===== src/rtl/module_display_7seg.sv =====
// Four-digit multiplexed 7-segment driver: captures BCD digits on listo and scans them
// with a per-slot blank window. Optional macro LEADING_ZERO_BLANK_EN suppresses leading zeros.
module module_display_7seg #(
  parameter int REFRESH_DIV  = 27000,
  parameter int BLANK_CYCLES = 100
) (
  input  logic       clk,
  input  logic       rst,
  input  logic [3:0] unidades_input,
  input  logic [3:0] decenas_input,
  input  logic [3:0] centenas_input,
  input  logic [3:0] millares_input,
  input  logic       listo,
  output logic [6:0] segmentos,
  output logic [3:0] anodos,
  output logic       actualizado
);

  typedef enum logic [1:0] {SCAN_U, SCAN_D, SCAN_C, SCAN_M} state_t;

  localparam logic [15:0] PRESC_MAX = 16'(REFRESH_DIV - 1);
  localparam logic [15:0] BLANK_LIM = 16'(BLANK_CYCLES);

  state_t      state_q, state_d;
  logic [15:0] presc_q, presc_d;
  logic [15:0] digits_q, digits_d;
  logic        act_q, act_d;
  logic [6:0]  seg_q, seg_d;
  logic [3:0]  an_q, an_d;
  logic [3:0]  cur_digit;
  logic        cur_blank;
  logic        blank_m, blank_c, blank_d;

  function automatic logic [6:0] decode(input logic [3:0] v);
    case (v)
      4'd0:    decode = 7'b1000000;
      4'd1:    decode = 7'b1111001;
      4'd2:    decode = 7'b0100100;
      4'd3:    decode = 7'b0110000;
      4'd4:    decode = 7'b0011001;
      4'd5:    decode = 7'b0010010;
      4'd6:    decode = 7'b0000010;
      4'd7:    decode = 7'b1111000;
      4'd8:    decode = 7'b0000000;
      4'd9:    decode = 7'b0010000;
      default: decode = 7'b0111111;
    endcase
  endfunction

  // Outputs are computed from next-state values so the registered anodes/segments
  // always line up with the registered prescaler and display register.
  always_comb begin
    digits_d = digits_q;
    act_d    = listo;
    presc_d  = presc_q + 16'd1;
    state_d  = state_q;
    if (listo) begin
      digits_d = {millares_input, centenas_input, decenas_input, unidades_input};
    end
    if (presc_q == PRESC_MAX) begin
      presc_d = 16'd0;
      case (state_q)
        SCAN_U:  state_d = SCAN_D;
        SCAN_D:  state_d = SCAN_C;
        SCAN_C:  state_d = SCAN_M;
        SCAN_M:  state_d = SCAN_U;
        default: state_d = SCAN_U;
      endcase
    end
  end

`ifdef LEADING_ZERO_BLANK_EN
  assign blank_m = (digits_d[15:12] == 4'd0);
  assign blank_c = blank_m && (digits_d[11:8] == 4'd0);
  assign blank_d = blank_c && (digits_d[7:4] == 4'd0);
`else
  assign blank_m = 1'b0;
  assign blank_c = 1'b0;
  assign blank_d = 1'b0;
`endif

  always_comb begin
    cur_digit = digits_d[3:0];
    cur_blank = 1'b0;
    an_d      = 4'b1111;
    seg_d     = 7'b1111111;
    case (state_d)
      SCAN_U: begin cur_digit = digits_d[3:0];   cur_blank = 1'b0;    an_d = 4'b1110; end
      SCAN_D: begin cur_digit = digits_d[7:4];   cur_blank = blank_d; an_d = 4'b1101; end
      SCAN_C: begin cur_digit = digits_d[11:8];  cur_blank = blank_c; an_d = 4'b1011; end
      SCAN_M: begin cur_digit = digits_d[15:12]; cur_blank = blank_m; an_d = 4'b0111; end
      default: begin cur_digit = 4'd0; cur_blank = 1'b1; an_d = 4'b1111; end
    endcase
    if (presc_d < BLANK_LIM) begin
      an_d = 4'b1111;
    end else if (!cur_blank) begin
      seg_d = decode(cur_digit);
    end
  end

  always_ff @(posedge clk) begin
    if (rst) begin
      state_q  <= SCAN_U;
      presc_q  <= 16'd0;
      digits_q <= 16'd0;
      act_q    <= 1'b0;
      seg_q    <= 7'b1111111;
      an_q     <= 4'b1111;
    end else begin
      state_q  <= state_d;
      presc_q  <= presc_d;
      digits_q <= digits_d;
      act_q    <= act_d;
      seg_q    <= seg_d;
      an_q     <= an_d;
    end
  end

  assign segmentos   = seg_q;
  assign anodos      = an_q;
  assign actualizado = act_q;

endmodule


===== config.mk =====
export PLATFORM = sky130hd
export DESIGN_NAME = module_display_7seg
export DESIGN_NICKNAME = d
export VERILOG_FILES = /design/src/rtl/module_display_7seg.sv
export SDC_FILE = /design/constraint.sdc
export NUM_CORES = 1
export LEC_CHECK = 0
export CORE_ASPECT_RATIO = 1.1
export CORE_MARGIN = 3
export CORE_UTILIZATION = 45
export DETAILED_ROUTE_END_ITERATION = 12
export PLACE_DENSITY = 0.67
export SYNTH_ARGS = -nofsm -noshare
export SYNTH_HDL_FRONTEND = slang
export SYNTH_SLANG_ARGS = --single-unit

===== constraint.sdc =====
create_clock -name clk -period 3.7 [get_ports clk]
set_clock_uncertainty 0.15 [all_clocks]
set_input_delay 0.74 -clock clk [delete_from_list [all_inputs] [get_ports clk]]
set_output_delay 0.74 -clock clk [all_outputs]
set_load 0.005 [all_outputs]

==> results.md <==
Outcome:
- The flow ran to the end, and the final reports show no timing, DRC or antenna violations.

Flow run:
- Across the run, the number of max-cap violations was 0.

Drt:
- The final route contains 2,258 vias.
- The post-route antenna net violation count is 0.
- The number of remaining DRC errors is 0.
- The wire length per cell is 13.6 microns.
- The detailed router finished its first iteration with ~150 violations.
- For this run, the detailed router's first-pass iteration total came to 4.
- The total wire length after detailed routing is 5680 microns.
- The post-detailed-route via-to-cell ratio is about 5.4.

Timing:
- The post-route setup TNS is 0 ns.
- Dividing the final minimum period by the clock period gives 0.937.
- For the pin with the worst max-slew slack, the measured transition is 0.868 ns.
- The count of final max-slew check failures was 0.
- The count of endpoints failing hold in the final timing report is 0.
- Setup violations remaining at the end of the flow were counted as 0.
- The smallest setup slack after layout is 0.235 ns.
- The final critical path time including I/O delays and setup is 3.47 ns.
- Setup repair after global routing left no endpoint under its margin.
- Derived from the worst setup path, the maximum achievable clock frequency is 289 MHz.
- The max-slew headroom at the worst pin is 0.421.

Critical path:
- Data on the critical path is required at its endpoint by approximately 3.7 ns.
- The origin of the worst setup path is presc_q[9].
- The class of the most critical setup path is register to register.
- The endpoint type of the worst setup path is a register.
- STA classifies the critical path startpoint as a register.
- For the worst setup path, the data arrival time is 3.46 ns.
- The start of the worst register-to-register path is presc_q[9].
- Of all nets on the critical path, the largest fanout is 10.

CTS:
- The clock drives 46 sinks.
- The post-cts sizing count is 0.
- The number of buffers on the longest clock path is 2.
- The clock latency reported for the late side of the worst-skew pair is about 0.30 ns.
- The number of buffers added to fix hold violations after cts is 0.
- The post-CTS clock slew at the launch and capture registers of the worst setup and hold paths is 0.09 ns.
- The number of levels in the clock H-tree is 2.
- TritonCTS built the clock tree.
- The total CTS buffers is 5.
- The buffer type at the clock tree root is sky130_fd_sc_hd__clkbuf_8.
- The number of buffers added for setup after CTS is 0.

Placement:
- Port buffering added 30 buffers.
- The detailed placer's ending HPWL is 4190 microns.
- Routability-driven placement finished with a final weighted congestion of 0.828.
- The post-placement cell count is 409.
- Timing analysis after detailed placement gives a worst setup slack of 0.106 ns.

Synthesis:
- The most used flip-flop cell after synthesis is sky130_fd_sc_hd__dfxtp_1.
- By area the synthesized netlist is led by sky130_fd_sc_hd__dfxtp_1, sky130_fd_sc_hd__mux2i_1, sky130_fd_sc_hd__nor2_1, sky130_fd_sc_hd__ha_1, sky130_fd_sc_hd__a21oi_1.
- In this run, synthesis inferred 0 flip-flops with an integrated enable.
- The total number of yosys warnings is 0.
- The number of nets handed over by synthesis was 343.
- In this run the mean area of a mapped cell was 8.30 sq um.
- The fraction of the yosys area taken by sequential cells is 0.352.
- Counting flops with an async set or reset pin after synthesis yields a share of 0.
- In this run, synthesis produced a sequential element count of 46.
- The distinct cell type count after synthesis is 55.
- The synthesized netlist occupies a cell area of 2610 sq um.
- Counting every instance in the synthesized netlist gives 315.
- The biggest area contributor in the post-synthesis netlist is sky130_fd_sc_hd__dfxtp_1.
- The share of synthesized area in the top cell type comes to 0.352.

Global route:
- The number of global-route vias before repair is 2,191.
- The initial antenna violation count is 0.
- The met1 capacity usage during global routing is 0.216.
- In the global route stage, met2 resource usage came out at 0.304.
- Entering global routing, the biggest net connects 23 pins.
- The global-route met3 utilization is 0.0441.
- The busiest layer in global routing is met2.
- Global routing finished with a remaining overflow of 0.
- Across every metal layer, demand over resource in global routing totals 0.180.
- The global-route wire length before repair is 9950 microns.

Layout:
- The number of antenna repair diodes is 0.
- The area growth from synthesis to layout is 20.1%.
- The count of placed standard cells in the final layout, fillers left out is 417.
- The most frequent standard cell in the layout excluding fill and tap cells is sky130_fd_sc_hd__nor2_1.
- The multi-input gate area in the final layout is 1600 sq um.
- In the final layout, the share of cells above drive strength 1 is 0.102.
- Fill cells in the final layout number 517.
- Leaving out fill and tap cells, the most frequent cells in the layout are sky130_fd_sc_hd__nor2_1, sky130_fd_sc_hd__dfxtp_1, sky130_fd_sc_hd__clkdlybuf4s50_1.
- The final net count is between 300 and 400.
- Registers take 921 sq um.

Power and ir drop:
- The worst-case vdd ir drop is 0.192 mV.
- The overall power after layout is 1.01 mW.
- The proportion of total power due to net switching is 0.238.
- For this design the static power due to leakage is 1.19 nW.
- Of the total power, registers draw 0.514.
- Of the total power, the clock network draws 0.368.
- The internal portion of the total power is between 0.7 and 0.8 mW.
- The analysis attributes to net switching a power of roughly 0.24 mW.
- The logic gate share of total power is 0.118.
- Dividing total power by cell area gives a power density of ~320 nW/um^2.

Die:
- For this configuration, the core starts out at a cell density of 0.475.
- Row generation in the floorplan step produced 28 rows.
- In this run the count of I/O pins placed on the die edge is 31.
- The die covers slightly below 7000 sq um.
- From left edge to right edge, the die measures 78.7 microns.
- The core region is between 5000 and 6000 sq um.
- The die boundary height is 85.9 microns.

Hold path:
- The class of the most critical hold timing path is register to register.
- The beginning of the worst hold path is digits_q[13].
-- layer usage --
layer	up-vias	routed length, microns
li1	1173	-
met1	1020	2600
met2	57	2710
met3	8	294
met4	0	75
met5	-	0
-- cell type report --
class,count,area share
repair buffers,40,0.120
multi-input cells,239,0.511
clock inverters,2,0.0120
well taps,75,0.0299
clock buffers,6,0.0231
flip-flops and latches,46,0.293
inverters,9,0.0108
-- critical path, stage by stage, from the launching register on --
cell and delay (ns):
sky130_fd_sc_hd__dfxtp_1 0.37, sky130_fd_sc_hd__or4b_4 0.57, sky130_fd_sc_hd__or4_1 0.71, sky130_fd_sc_hd__nor3_1 0.23, sky130_fd_sc_hd__o221ai_1 0.14, sky130_fd_sc_hd__o221ai_1 0.22
sky130_fd_sc_hd__nand2_1 0.19, sky130_fd_sc_hd__inv_1 0.15, sky130_fd_sc_hd__ha_1 0.18, sky130_fd_sc_hd__nor2_1 0.07, sky130_fd_sc_hd__a211oi_1 0.24, sky130_fd_sc_hd__o21ai_1 0.09
-- power groups by stage --
stage | Sequential [mW] | Clock [mW] | Combinational, mW
floorplan | 0.526 | 0 | 0.0780
global placement | 0.529 | 0 | 0.117
detailed placement | 0.529 | 0 | 0.119
CTS | 0.517 | 0.384 | 0.119
global route | 0.519 | 0.405 | 0.134
finish | 0.517 | 0.371 | 0.119
-- worst paths after layout --
path	slack, ns	cells after the start	endpoint
worst min-delay path	0.33	2	digits_q[13]
worst max-delay path	0.23	11	segmentos[4]
worst max register to register	0.23	11	segmentos[4]
worst min register to register	0.33	2	digits_q[13]
-- state kept, by name, indices dropped and copies added, names as in the netlist --
register,count
digits_q,16
presc_q,16
segmentos,7
actualizado,1
state_q,2
anodos,4
-- stage by stage --
stage / cell area (sq um) / hold slack [ns] / utilization
floorplan: 2610 / 0.288 / -
global placement: 3010 / 0.309 / 0.547
detailed placement: 3010 / 0.319 / 0.547
CTS: 3120 / 0.333 / 0.567
global route: 3140 / 0.347 / 0.571
finish: 3140 / 0.329 / 0.571
-- Yosys cell counts, types with 2 or more instances --
cell type and n:
sky130_fd_sc_hd__nor2_1 53, sky130_fd_sc_hd__dfxtp_1 46, sky130_fd_sc_hd__mux2i_1 22, sky130_fd_sc_hd__nand2_1 22
sky130_fd_sc_hd__a21oi_1 17, sky130_fd_sc_hd__clkbuf_1 15, sky130_fd_sc_hd__nand3_1 15, sky130_fd_sc_hd__ha_1 9
sky130_fd_sc_hd__inv_1 9, sky130_fd_sc_hd__xor2_1 8, sky130_fd_sc_hd__nor3_1 7, sky130_fd_sc_hd__o21ai_0 7
sky130_fd_sc_hd__xnor2_1 7, sky130_fd_sc_hd__and3_1 6, sky130_fd_sc_hd__o31ai_1 5, sky130_fd_sc_hd__nor4_1 4
sky130_fd_sc_hd__o21ai_1 4, sky130_fd_sc_hd__buf_1 3, sky130_fd_sc_hd__buf_2 3, sky130_fd_sc_hd__o221ai_1 3
sky130_fd_sc_hd__a2111oi_0 2, sky130_fd_sc_hd__a211o_1 2, sky130_fd_sc_hd__a211oi_1 2, sky130_fd_sc_hd__and2_1 2
sky130_fd_sc_hd__and3_2 2, sky130_fd_sc_hd__and4_1 2, sky130_fd_sc_hd__mux2_2 2, sky130_fd_sc_hd__mux4_2 2
sky130_fd_sc_hd__nand2b_1 2, sky130_fd_sc_hd__o211ai_1 2, sky130_fd_sc_hd__o21a_1 2, sky130_fd_sc_hd__o22ai_1 2
sky130_fd_sc_hd__or2_2 2, sky130_fd_sc_hd__or3_1 2, sky130_fd_sc_hd__or4_1 2
-- cell families (layout without fill, tap and decap cells) --
kind of cell	count (synthesis)	count (layout)	share of synthesized area
adder cells (fa/ha/maj)	9	9	0.0431
multiplexers	26	26	0.110
flip-flops	46	46	0.352
buffers and inverters	30	57	0.0445
AND/OR/NAND/NOR	130	130	0.244
AO/OA/AOI/OAI	59	59	0.156
XOR/XNOR	15	15	0.0503
(Power assumes the default switching activity.)
==> patch (same flow settings) <==
Put one more register stage on the output `segmentos`, cleared by the reset. The value now appears one clock later. The other outputs are not delayed to match.
--- a/src/rtl/module_display_7seg.sv
+++ b/src/rtl/module_display_7seg.sv
@@ -116,7 +116,13 @@
     end
   end
 
-  assign segmentos   = seg_q;
+  always_ff @(posedge clk) begin
+    if (rst) begin
+      segmentos <= '0;
+    end else begin
+      segmentos <= seg_q;
+    end
+  end
   assign anodos      = an_q;
   assign actualizado = act_q;
 
Function: changed (a bounded check fails within 4 cycles, from zero or initial values and one cycle with rst high).
==> patch against the unedited design <==
Fmax is 10% higher. First-iteration DRC count fell by 28%. Critical path type unchanged. Final area grew 7.2%. Setup slack improved by 310 ps. Highest routed layer unchanged. Total power is 7.4% higher. Largest power group unchanged. Sequential cell count increased by 7. Core utilization fell by 3.1 points. Global-route usage fell by 0.48 points. Wire length grew 9.0%. Largest cell class unchanged. Hold slack got worse by 34 ps. Synthesized area up 11%. Via count grew 7.0%. Clock power decreased by 7.3%.
==> patch: results (changes against the unedited design) <==
Detailed routing
  • Met1 Wirelength: 2970 um (was 2600 um)
  • Iteration-0 DRC Markers: 109 (was 151)
  • Wire length per cell: 14.1 um (was 13.6 um)
  • Met2 WL post-DR: 2920 um (was 2710 um)
  • Via count: 2,415 (was 2,258)
  • Routed wl met3: 212 um (was 294 um)

Global routing
  • GRT Overall Usage: 0.175 (was 0.180)
  • Vias in the first global route: 2,201 (was 2,191)
  • Largest net degree at the start of global routing: 31 (was 23)
  • Global-route wire length before repair: 10,400 um (was 9950 um)
  • Initial antenna violation count: 0 (unchanged)

Logic synthesis
  • Synth top cells by count: 53 x dfxtp_1, 46 x nor2_1, 21 x nand2_1 (was 53 x nor2_1, 46 x dfxtp_1, 22 x mux2i_1, 22 x nand2_1, 17 x a21oi_1)
  • Mapped Nets: 358 (was 343)
  • Synth area leaders: dfxtp_1 36%, mux2i_1 6.5%, nor2_1 5.9%, ha_1 3.9%, mux4_2 3.9% (was dfxtp_1 35%, mux2i_1 8.4%, nor2_1 7.6%, ha_1 4.3%, a21oi_1 3.3%)
  • Sequential-to-total area share from yosys stat: 0.364 (was 0.352)
  • Yosys cell types: 57 (was 55)

STA
  • Max_slew headroom: 0.587 (was 0.421)

Placement
  • PortBufs: 30 (unchanged)
  • Detailed Place HPWL: 4530 um (was 4190 um)
  • Gp weighted congestion: 0.849 (was 0.828)
  • Post-Place Cell Area: 3270 um2 (was 3010 um2)

Min path
  • Hold Path Cell Cnt: 1 (was 2)
  • Hold-critical path endpoint: segmentos[2] (was digits_q[13])
  • HP Class: register to register (unchanged)
  • Worst Hold Launch: seg_q[2] (was digits_q[13])

Final layout
  • Fill count: 604 (was 517)
  • Biggest regs: digits_q x16, presc_q x16
  • # nets final: 385 (was 369)
  • Share of layout cells above drive strength 1: 0.115 (was 0.102)

Worst setup path
  • Reg2reg setup slack: 550 ps (was 230 ps)
  • Worst Reg2Reg Path Length in Cells: 11 (unchanged)
  • WP data arrival: 3210 ps (was 3460 ps)
  • CP Max Fanout: 9 (was 10)
  • R2R Path Start: presc_q[4] (was presc_q[9])
  • Startpoint Class: register (unchanged)
  • Reg2reg end: seg_q[5] (was segmentos[4])

Clock tree
  • Post-CTS Repair Setup Buffers: 0 (unchanged)
  • Num CTS Buffers: 5 (unchanged)
  • H-tree levels: 2 (unchanged)
  • Worst skew pair latency: roughly 310 ps
  • Clock tree buffer depth: 2 (unchanged)
  • Post-CTS Resized: 0 (unchanged)
  • Worst-path clk slew: 110 ps (was 90 ps)
  • CTS root buffer: clkbuf_8 (unchanged)

Power
  • Peak VDD IR: 0.000162 V (was 0.000192 V)
  • P_leak: 1.27 nW (was 1.19 nW)

Status
  • Run status: completed (unchanged)
-- patch: area by class of cell --
| type | count | share of cell area |
|---|---|---|
| clock inverters | 3 | 0.00744 |
| repair buffers | 41 | 0.112 |
| clock buffers | 5 | 0.0205 |
| inverters | 6 | 0.00670 |
| multi-input cells | 250 | 0.508 |
| flip-flops and latches | 53 | 0.315 |
| well taps | 80 | 0.0298 |
-- patch: through the flow --
stage | setup WS [ps] | hold slack (ps) | power, mW | utilization | cells
6_report | 549 | 295 | 1.08 | 0.540 | 438
5_1_grt | 230 | 313 | 1.13 | 0.540 | 438
4_1_cts | 540 | 300 | 1.09 | 0.540 | 438
3_5_place_dp | 396 | 277 | 0.751 | 0.525 | 430
3_3_place_gp | 412 | 269 | 0.750 | 0.525 | 430
2_1_floorplan | 519 | 264 | 0.701 | - | 330
-- patch: layer usage --
metal	vias up	GRT usage
li1	1230	-
met3	8	0.0329
met5	-	0
met4	0	0.0450
met2	49	0.271
met1	1128	0.249
-- patch: worst max-delay path by stage --
stage,endpoint,cells after the start
2_1_floorplan,seg_q[3],10
3_3_place_gp,seg_q[5],12
3_5_place_dp,seg_q[5],12
4_1_cts,seg_q[5],10
5_1_grt,seg_q[4],13
6_report,seg_q[5],11
-- patch: logic make-up after synthesis --
family | after synthesis | share of synthesized area
AOI/OAI and AO/OA | 55 | 0.134
adders and majority gates | 9 | 0.0387
DFF | 53 | 0.364
and+or+nand+nor | 144 | 0.254
buffers and inverters | 27 | 0.0494
xor gates and xnor gates | 16 | 0.0481
muxes | 26 | 0.112
-- patch: critical path, cell delays in order, from the launching register on --
cell	delay (ps)
dfxtp_1	480
and3_1	300
and4_1	270
buf_4	190
a21oi_1	110
o21ai_0	170
a31oi_1	120
mux2i_1	510
inv_1	180
ha_1	240
nor3_1	230
o31ai_2	90
-- patch: power breakdown --
group / total, mW / internal (mW) / switching, mW
clock network: 0.344 / 0.137 / 0.207
registers: 0.600 / 0.588 / 0.0120
logic: 0.138 / 0.0713 / 0.0665
